**src/rtl/usb_crc_gen_pkg.sv**
```systemverilog
// Shared constants and types for the USB serial CRC appender.
package usb_crc_gen_pkg;

  localparam int unsigned CRC5_W  = 5;
  localparam int unsigned CRC16_W = 16;
  localparam int unsigned CNT_W   = 4;

  localparam logic [CRC5_W-1:0]  POLY5   = 5'b00101;
  localparam logic [CRC16_W-1:0] POLY16  = 16'h8005;
  localparam logic [CRC5_W-1:0]  INIT5   = 5'h1F;
  localparam logic [CRC16_W-1:0] INIT16  = 16'hFFFF;
  localparam logic [CRC5_W-1:0]  RESID5  = 5'b01100;
  localparam logic [CRC16_W-1:0] RESID16 = 16'h800D;

  typedef enum logic [1:0] {
    PKT_NONE      = 2'b00,
    PKT_TOKEN     = 2'b01,
    PKT_DATA      = 2'b10,
    PKT_HANDSHAKE = 2'b11
  } pkt_t;

  typedef enum logic [1:0] {
    IDLE   = 2'b00,
    DATA   = 2'b01,
    SEND5  = 2'b10,
    SEND16 = 2'b11
  } crc_state_t;

endpackage

```
**src/rtl/usb_crc_gen_if.sv**
```systemverilog
// Serial TX stream between packet serializer, CRC appender and bit-stuffer.
interface usb_crc_gen_if;

  logic [1:0] pkt_in;
  logic       s_in;
  logic       endr;
  logic       pause;
  logic       s_out;
  logic       start_b;
  logic       endb;

  modport master (
    output pkt_in, s_in, endr, pause,
    input  s_out, start_b, endb
  );

  modport slave (
    input  pkt_in, s_in, endr, pause,
    output s_out, start_b, endb
  );

endinterface

```
**src/rtl/usb_crc_gen_lfsr.sv**
```systemverilog
// Serial MSB-first CRC LFSR with init/shift/hold; rst_n is synchronous active-high.
module usb_crc_gen_lfsr #(
  parameter int unsigned     W    = 5,
  parameter logic [W-1:0]    POLY = '0,
  parameter logic [W-1:0]    INIT = '1
) (
  input  logic         clk,
  input  logic         rst_n,
  input  logic         init,
  input  logic         shift,
  input  logic         din,
  output logic [W-1:0] crc
);

  logic fb;

  assign fb = din ^ crc[W-1];

  always_ff @(posedge clk) begin
    if (rst_n) begin
      crc <= INIT;
    end else if (init) begin
      crc <= INIT;
    end else if (shift) begin
      crc <= {crc[W-2:0], 1'b0} ^ (fb ? POLY : '0);
    end
  end

endmodule

```
**src/rtl/usb_crc_gen.sv**
```systemverilog
// USB TX CRC appender: passes raw bits through, then appends ~CRC5/~CRC16 MSB first.
// rst_n is a synchronous, active-high reset (name inherited from the codebase).
module usb_crc_gen
  import usb_crc_gen_pkg::*;
(
  input  logic          clk,
  input  logic          rst_n,
  usb_crc_gen_if.slave  bus
);

  crc_state_t           crc_cs;
  pkt_t                 pkt_q;
  logic [CRC16_W-1:0]   out_sr;
  logic [CNT_W-1:0]     bits_left;
  logic [CRC5_W-1:0]    crc5;
  logic [CRC16_W-1:0]   crc16;
  logic                 crc_init;
  logic                 crc_shift;
  logic                 crc5_done;
  logic                 crc16_done;
  logic                 empty;
  logic                 sending;
  logic                 s_out_q;
  logic                 start_b_q;
  logic                 endb_q;

  assign crc5_done  = (crc_cs == SEND5);
  assign crc16_done = (crc_cs == SEND16);
  assign empty      = (bits_left == '0);
  assign sending    = crc5_done | crc16_done;

  // Both LFSRs track every packet; the latched type picks which one is appended.
  assign crc_init  = !bus.pause && (crc_cs == IDLE) && (bus.pkt_in != 2'b00);
  assign crc_shift = !bus.pause && (crc_cs == DATA) && !bus.endr;

  usb_crc_gen_lfsr #(.W(CRC5_W), .POLY(POLY5), .INIT(INIT5)) u_crc5 (
    .clk   (clk),
    .rst_n (rst_n),
    .init  (crc_init),
    .shift (crc_shift),
    .din   (bus.s_in),
    .crc   (crc5)
  );

  usb_crc_gen_lfsr #(.W(CRC16_W), .POLY(POLY16), .INIT(INIT16)) u_crc16 (
    .clk   (clk),
    .rst_n (rst_n),
    .init  (crc_init),
    .shift (crc_shift),
    .din   (bus.s_in),
    .crc   (crc16)
  );

  always_ff @(posedge clk) begin : ctrl
    if (rst_n) begin
      crc_cs    <= IDLE;
      pkt_q     <= PKT_NONE;
      out_sr    <= '0;
      bits_left <= '0;
      s_out_q   <= 1'b0;
      start_b_q <= 1'b0;
      endb_q    <= 1'b0;
    end else if (!bus.pause) begin
      unique case (crc_cs)
        IDLE: begin
          endb_q <= 1'b0;
          if (bus.pkt_in != 2'b00) begin
            pkt_q  <= pkt_t'(bus.pkt_in);
            crc_cs <= DATA;
          end
        end
        DATA: begin
          if (bus.endr) begin
            // First CRC bit goes out on the endr edge so the stream has no gap.
            unique case (pkt_q)
              PKT_TOKEN: begin
                s_out_q   <= ~crc5[CRC5_W-1];
                out_sr    <= {~crc5[CRC5_W-2:0], (CRC16_W-CRC5_W+1)'(0)};
                bits_left <= CNT_W'(CRC5_W - 1);
                start_b_q <= 1'b1;
                crc_cs    <= SEND5;
              end
              PKT_DATA: begin
                s_out_q   <= ~crc16[CRC16_W-1];
                out_sr    <= {~crc16[CRC16_W-2:0], 1'b0};
                bits_left <= CNT_W'(CRC16_W - 1);
                start_b_q <= 1'b1;
                crc_cs    <= SEND16;
              end
              default: begin
                s_out_q   <= 1'b0;
                start_b_q <= 1'b0;
                endb_q    <= 1'b1;
                crc_cs    <= IDLE;
              end
            endcase
          end else begin
            s_out_q   <= bus.s_in;
            start_b_q <= 1'b1;
          end
        end
        default: begin
          if (sending && !empty) begin
            s_out_q   <= out_sr[CRC16_W-1];
            out_sr    <= {out_sr[CRC16_W-2:0], 1'b0};
            bits_left <= bits_left - CNT_W'(1);
            endb_q    <= (bits_left == CNT_W'(1));
          end else begin
            s_out_q   <= 1'b0;
            start_b_q <= 1'b0;
            endb_q    <= 1'b0;
            crc_cs    <= IDLE;
          end
        end
      endcase
    end
  end

  assign bus.s_out   = s_out_q;
  assign bus.start_b = start_b_q;
  assign bus.endb    = endb_q;

endmodule

```
**src/flat_wrapper.sv**
```systemverilog
// flat-port wrapper written by rule: the top's interface ports become plain ports
module usb_crc_gen_flat import usb_crc_gen_pkg::*;
  (clk, rst_n, bus_pkt_in, bus_s_in, bus_endr, bus_pause, bus_s_out, bus_start_b, bus_endb);
  usb_crc_gen_if bus_i ();
  input  logic clk;
  input  logic rst_n;
  input wire logic [$bits(bus_i.pkt_in)-1:0] bus_pkt_in;
  input wire logic [$bits(bus_i.s_in)-1:0] bus_s_in;
  input wire logic [$bits(bus_i.endr)-1:0] bus_endr;
  input wire logic [$bits(bus_i.pause)-1:0] bus_pause;
  output wire logic [$bits(bus_i.s_out)-1:0] bus_s_out;
  output wire logic [$bits(bus_i.start_b)-1:0] bus_start_b;
  output wire logic [$bits(bus_i.endb)-1:0] bus_endb;
  assign bus_i.pkt_in = bus_pkt_in;
  assign bus_i.s_in = bus_s_in;
  assign bus_i.endr = bus_endr;
  assign bus_i.pause = bus_pause;
  assign bus_s_out = bus_i.s_out;
  assign bus_start_b = bus_i.start_b;
  assign bus_endb = bus_i.endb;
  usb_crc_gen u_core (.clk(clk), .rst_n(rst_n), .bus(bus_i));
endmodule
```
**config.mk**
```make
export PLATFORM = sky130hd
export DESIGN_NAME = usb_crc_gen_flat
export DESIGN_NICKNAME = d
export VERILOG_FILES = /design/src/rtl/usb_crc_gen_pkg.sv /design/src/rtl/usb_crc_gen_if.sv /design/src/rtl/usb_crc_gen_lfsr.sv /design/src/rtl/usb_crc_gen.sv /design/src/flat_wrapper.sv
export SDC_FILE = /design/constraint.sdc
export NUM_CORES = 1
export LEC_CHECK = 0
export BUFFER_PORTS_ARGS = -buffer_cell sky130_fd_sc_hd__buf_4
export CAP_MARGIN = 20
export CELL_PAD_IN_SITES_DETAIL_PLACEMENT = 0
export CELL_PAD_IN_SITES_GLOBAL_PLACEMENT = 1
export CORE_UTILIZATION = 49
export DETAILED_ROUTE_END_ITERATION = 8
export MAX_ROUTING_LAYER = met4
export PLACE_DENSITY = 0.94
export SLEW_MARGIN = 20
export SYNTH_ARGS = -nofsm -noshare
export SYNTH_HDL_FRONTEND = slang
export SYNTH_SLANG_ARGS = --single-unit
```
**constraint.sdc**
```tcl
create_clock -name clk -period 4.61 [get_ports clk]
set_clock_uncertainty 0.05 [all_clocks]
set_input_delay 0.2305 -clock clk [delete_from_list [all_inputs] [get_ports clk]]
set_output_delay 0.2305 -clock clk [all_outputs]
set_load 0.02 [all_outputs]
```
# After elaboration in Yosys (flattened, before gate mapping)
# Index checks and enable logic that the tools add are counted.
dict set report totals {
  out_inout_bits 3
  reg_bits 48
  wordCells 80
}
dict set report op_classes {
  n_eq_ne 12
  mux 27
  reduce_logical 20
  n_bitwise 11
  addsub 1
}
# cell n
set op_table {}
lappend op_table {{16-bit case mux with 2 select lines} 2}
lappend op_table {{16-bit two-way mux} 3}
lappend op_table {{4-bit case mux with 2 select lines} 2}
lappend op_table {{16-bit bitwise XOR} 1}
lappend op_table {{15-bit NOT} 1}
lappend op_table {{3-bit AND reduction} 3}
lappend op_table {{1-bit two-way mux} 8}
lappend op_table {{4-bit two-way mux} 2}
lappend op_table {{1-bit case mux with 2 select lines} 4}
lappend op_table {{2-bit case mux with 2 select lines} 2}
lappend op_table {{2-bit equality test (second input constant)} 3}
lappend op_table {{2-bit two-way mux} 3}
lappend op_table {{2-bit != test (second input constant)} 3}
lappend op_table {{1-bit logical AND} 5}
lappend op_table {{5-bit AND reduction} 1}
lappend op_table {{5-bit by 3-bit bitwise XOR with 5-bit output} 1}
lappend op_table {{2-bit by 1-bit equality test with 1-bit output (second input constant)} 2}
lappend op_table {{4-bit by 1-bit equality test with 1-bit output (second input constant)} 1}
lappend op_table {{4-bit logical NOT} 1}
lappend op_table {{1-bit NOT} 4}
lappend op_table {{4-bit NOT} 1}
lappend op_table {{4-bit AND reduction} 1}
lappend op_table {{2-bit nonzero test} 2}
lappend op_table {{2-bit OR reduction} 2}
lappend op_table {{10 further kinds} 13}

# Depth between registers and ports, before layout
dict set report logic_depth {
  word_depth 5
  mapped_depth 8
}

# Modules after synthesis
# A second synthesis with hierarchy kept.
dict set report hier_totals {
  cells_unflattened 256
  area_unflattened_um2 2369.8
}
# module area_each_um2 n_inst cells_each seq_area_each_um2
set modules_own_cells {}
lappend modules_own_cells {usb_crc_gen 1550.2 1 178 520.5}
lappend modules_own_cells {{usb_crc_gen_lfsr at u_core.u_crc16} 601.8 1 58 320.3}
lappend modules_own_cells {{usb_crc_gen_lfsr at u_core.u_crc5} 217.7 1 20 100.1}

# Worst setup path after synthesis
# Ideal clock, no wire load.
dict set report synth_timing {
  path_kind {register -> register}
  from {reg u_core.pkt_q[0]}
  to {reg u_core.out_sr[11]}
  setup_slack_ns 2.736
  setup_ns 0.079
  stages_incl_launch_ff 9
  t_arrival_ns 1.745
  n_path_buf 2
  path_cell_list {dfxtp_1 inv_1 ha_1 nand2b_2 a2111oi_4 buf_6 buf_6 nor2_1 a211oi_2}
}
dict set report synth_between {
  elab_chain_cells 4
}
# item line
set synth_rtl {}
lappend synth_rtl {{start: declaration} usb_crc_gen.sv:12} ;# pkt_t pkt_q;
lappend synth_rtl {{start signal: assignment} usb_crc_gen.sv:68} ;# pkt_q <= pkt_t'(bus.pkt_in);
lappend synth_rtl {{2-bit equality test or 2-bit by 1-bit equality test with 1-bit output (tied branches)} usb_crc_gen.sv:75} ;# unique case (pkt_q)
lappend synth_rtl {{16-bit case mux with 2 select lines} usb_crc_gen.sv:75}
lappend synth_rtl {{16-bit two-way mux} usb_crc_gen.sv:73} ;# if (bus.endr) begin
lappend synth_rtl {{16-bit case mux with 2 select lines} usb_crc_gen.sv:64} ;# unique case (crc_cs)
lappend synth_rtl {{end signal: assignment} usb_crc_gen.sv:78} ;# out_sr <= {~crc5[CRC5_W-2:0], (CRC16_W-CRC5_W+1)'(0)};
lappend synth_rtl {{end signal: assignment} usb_crc_gen.sv:85} ;# out_sr <= {~crc16[CRC16_W-2:0], 1'b0};
lappend synth_rtl {{end signal: assignment} usb_crc_gen.sv:105} ;# out_sr <= {out_sr[CRC16_W-2:0], 1'b0};
lappend synth_rtl {{end: declaration} usb_crc_gen.sv:13} ;# logic [CRC16_W-1:0] out_sr;
# Several ways; a longest one is shown, not always the timed one. The select of a mux whose other input is x is not followed.
# A chain may end at the register's enable or synchronous reset.

# Final worst setup path
dict set report layout_timing {
  from {reg u_core.pkt_q[0]}
  to {reg u_core.out_sr[1]}
}
# The elaborated chain is that of the path after synthesis.

==> flow_results.org <==
** Final layout
- Final Non-Filler Cells :: 315
- Number of diodes added for antenna fixing :: 0
- Utilization after layout :: 0.5382
- Relative to the synthesized area, the layout overhead comes to 5.622%.
- With fillers left out, the area of the finished cells amounts to roughly 2300 µm².
- Summing all multi-input logic gate instances after layout gives around 1100 µm².
- Of the cells placed in the final design, the portion with a size suffix greater than 1 is 0.09125.
- The filler cells instantiated in the layout total about 420.
- Registers take roughly 940 µm².
- Count of nets after finishing :: between 200 and 300

** Logic synthesis
- Post-Syn Instances :: between 200 and 300
- The synthesized netlist contains 36 unique library cells.
- For this run, the register share of the synthesized area comes to 0.4270.
- The synthesized netlist occupies a cell area of roughly 2200 µm².
- During synthesis, Yosys emitted a total of 0 warnings.
- A synthesized cell averages 8.315 µm².
- Counting every net in the synthesized netlist gives about 280.
- In this run, synthesis produced a sequential element count of 47.

** Die
- Rows :: 24
- Measured along the y axis, the die boundary spans between 60 and 70 µm.
- Core Box Area :: approximately 4300 µm²
- For this configuration, the core starts out at a cell density of 0.5095.
- In this run the count of I/O pins placed on the die edge is 10.
- The die is 69.06 µm wide.
- Die footprint :: about 4800 µm²

** Timing
- Tightest hold margin :: 0.1337 ns
- Minimum setup slack in the final design :: 2.305 ns
- Summed over all failing endpoints, the final setup total negative slack is 0 ns.
- Unrepaired setup endpoints after global routing :: no
- Static timing analysis puts the maximum clock frequency at between 0.4 and 0.5 GHz.
- The count of final max-slew check failures was 0.
- The worst pin sits at a relative slew slack of 0.3115.
- Final Cycle Share :: 0.5001
- The worst path in the final design needs a cycle of 2.305 ns, including I/O delays and setup.
- Setup violations, final :: 0
- For the pin with the worst max-slew slack, the measured transition is just over 1 ns.
- Final number of hold-violating endpoints :: 0

** Placed design
- Summed over all nets, the half-perimeter wirelength after detailed placement is roughly 2.7 mm.
- Summing all placed instances gives a cell area of between 2000 and 2500 µm².
- Worst setup slack after placement :: between 2 and 2.5 ns
- Global placer's final weighted congestion :: between 0.7 and 0.8
- Number of buffers inserted by port buffering :: 9
- Number of placed instances, taps included :: around 300

** CTS
- Root buffer cell :: sky130_fd_sc_hd__clkbuf_8
- Clock-pin slew was measured on the worst setup and hold paths at about 0.070 ns.
- The later pin in the worst-skew pair is clocked with a latency of about 0.30 ns.
- CTS saw 47 sinks.
- Clock buffers created by TritonCTS :: 5
- Buffers inserted to repair hold after CTS numbered 0.
- # resized after CTS :: 0
- Buffers added to address setup during post-CTS repair amount to 0.
- Deepest level of the CTS H-tree :: 2
- TritonCTS built the clock tree.
- The clock passes through at most 2 buffers.

** Power
- Of the total power, the share spent switching nets is 0.2450.
- Power spread over the standard cell area amounts to ~320 nW/µm².
- For this design the total switching power over the nets is ~0.18 mW.
- Total leakage power :: 0.8568 nW
- Total power after layout :: roughly 0.74 mW
- Relative contribution of the clock network to total power :: 0.332
- Of the total power, combinational logic draws 0.098.
- Share of power burned in registers :: 0.570
- Internal power comes to about 0.56 mW.
- Highest ir drop seen on vdd :: 0.0001521 V

** Global route
- GRT Overall Usage :: 0.1880
- GR Overflow Total :: 0
- Antenna violations before repair :: 0
- Maximum number of pins on one net before global-route repair :: 40
- Wire length of the first global-routing pass :: 7.072 mm
- The via count of the first global-routing pass was roughly 1500.

** Flow run
- Max Cap Viol :: 0

** Critical path
- Highest net fanout along the worst path :: 39
- WP data required :: 4.79 ns
- CP cell instances :: inv_1, ha_1, nand2b_2, a2111oi_4, buf_4, or3b_1, a21oi_1
- STA classifies the critical path startpoint as a flop.
- The worst setup path is captured at a flop.
- Data on the critical path arrives at its endpoint at 2.48 ns.
- On the worst path, the slowest cell contributes a delay of between 0.3 and 0.4 ns.
- The slowest stage of the critical path belongs to the cell sky130_fd_sc_hd__buf_4.
- Setup CP Type :: reg -> reg

** Status
- The run finished with clean final reports.

** Route
- Summed over all layers, the routed wires come to 3.993 mm.
- Vias after detailed routing :: between 1500 and 2000
- The count of nets left with antenna violations once routing finished came out at 0.
- First-iteration detailed-routing DRC count :: 83
- Before antenna repair, the detailed router went through 4 iterations.
- After detailed routing, the average wire length per cell comes to roughly 13 µm.
- For this run, design rule violations remaining after detail routing come to 0.
- Via density per instance :: around 5.4

** Min path
- The tightest min-delay check is of the in -> reg type.
## per-layer routing
metal / track usage / part of all wire / up-vias / wire length, µm
met4: 0.06122 / 0.013 / 0 / 51
li1: - / - / 906 / -
met1: 0.2481 / 0.51 / 779 / 2054
met5: - / 0 / - / 0
met3: 0.04971 / 0.028 / 6 / 110
met2: 0.2805 / 0.45 / 12 / 1777
## cell usage after synthesis, drive strengths merged
master	count	area share
nand2	49	0.083
a21o	1	0.0034
xor2	3	0.012
a41o	1	0.0045
a311oi	6	0.024
nor3	4	0.014
ha	4	0.023
or3b	2	0.0080
nand2b	8	0.024
dfxtp	47	0.43
a2111oi	1	0.012
xnor2	4	0.016
a211oi	11	0.040
nor2b	2	0.0057
clkbuf	7	0.012
a21oi	20	0.045
mux2i	6	0.027
o211ai	2	0.0068
buf	13	0.039
o211a	1	0.0045
nor4bb	1	0.0074
o21ai	6	0.014
nor2	26	0.044
nand3	17	0.039
o32ai	1	0.0040
nor4	1	0.0028
a31oi	2	0.0057
nor3b	10	0.034
inv	8	0.014
or4b	1	0.0045
## registers in the layout, summed over array words and instances (netlist names)
signal / flops
u_core.u_crc16.crc: 16
u_core.out_sr: 15
u_core.u_crc5.crc: 5
u_core.bits_left: 4
u_core.crc_cs: 2
u_core.pkt_q: 2
u_core.bus.endb: 1
u_core.bus.s_out: 1
u_core.bus.start_b: 1
## worst max-delay path: cells and delay by family, from the launching register on
family | cells | cell delay, ns
flops | 1 | 0.35
simple gates | 2 | 0.60
compound gates | 2 | 0.48
buf+inv | 2 | 0.44
fa+ha+maj | 1 | 0.31
## placed cells by master (no fill, tap or decap), types with 2 or more instances in the layout
cell type                  instances
sky130_fd_sc_hd__nand3_1          17
sky130_fd_sc_hd__a311oi_1          6
sky130_fd_sc_hd__mux2i_1           6
sky130_fd_sc_hd__o21ai_0           6
sky130_fd_sc_hd__inv_1             8
sky130_fd_sc_hd__clkbuf_8          6
sky130_fd_sc_hd__nor2_1           26
sky130_fd_sc_hd__xor2_1            3
sky130_fd_sc_hd__a21oi_1          20
sky130_fd_sc_hd__nand2_1          49
sky130_fd_sc_hd__nor2b_1           2
sky130_fd_sc_hd__ha_1              4
sky130_fd_sc_hd__a31oi_1           2
sky130_fd_sc_hd__a211oi_1         10
sky130_fd_sc_hd__nor3b_1          10
sky130_fd_sc_hd__nor3_1            3
sky130_fd_sc_hd__o211ai_1          2
sky130_fd_sc_hd__nand2b_1          7
sky130_fd_sc_hd__buf_4            11
sky130_fd_sc_hd__dfxtp_1          47
sky130_fd_sc_hd__xnor2_1           4
## cell families (layout without fill, tap and decap cells)
family,after synthesis,in the layout,synth area share
AND/OR/NAND/NOR,121,121,0.2669
AO/OA/AOI/OAI,52,52,0.1641
flip-flops,47,47,0.4270
buffers and inverters,28,26,0.06417
XOR/XNOR,7,7,0.02783
multiplexers,6,6,0.02726
adder cells (fa/ha/maj),4,4,0.02272
## power groups by stage
stage	logic (mW)	registers [mW]	clock network (mW)
after global placement	0.0730	0.432	0
after floorplan	0.0553	0.432	0
after global routing	0.0818	0.425	0.268
after detailed placement	0.0735	0.432	0
after CTS	0.0737	0.423	0.254
final	0.0729	0.423	0.247
## layout make-up
cell class,instances,area share
well taps,52,0.02796
repair buffers,11,0.03548
inverters,8,0.01290
multi-input cells,190,0.4817
clock inverters,1,0.002151
clock buffers,6,0.03548
flip-flops and latches,47,0.4043
## final timing paths
path	start	to	slack (ns)	cells past startpoint
setup / recovery	u_core.pkt_q[0]	u_core.out_sr[1]	2.30	7
setup reg to reg	u_core.pkt_q[0]	u_core.out_sr[1]	2.30	7
hold / removal	bus_pkt_in[1]	u_core.pkt_q[1]	0.13	3
hold reg to reg	u_core.out_sr[1]	u_core.out_sr[1]	0.42	2
No activity file was read; power rests on OpenSTA's default activity.
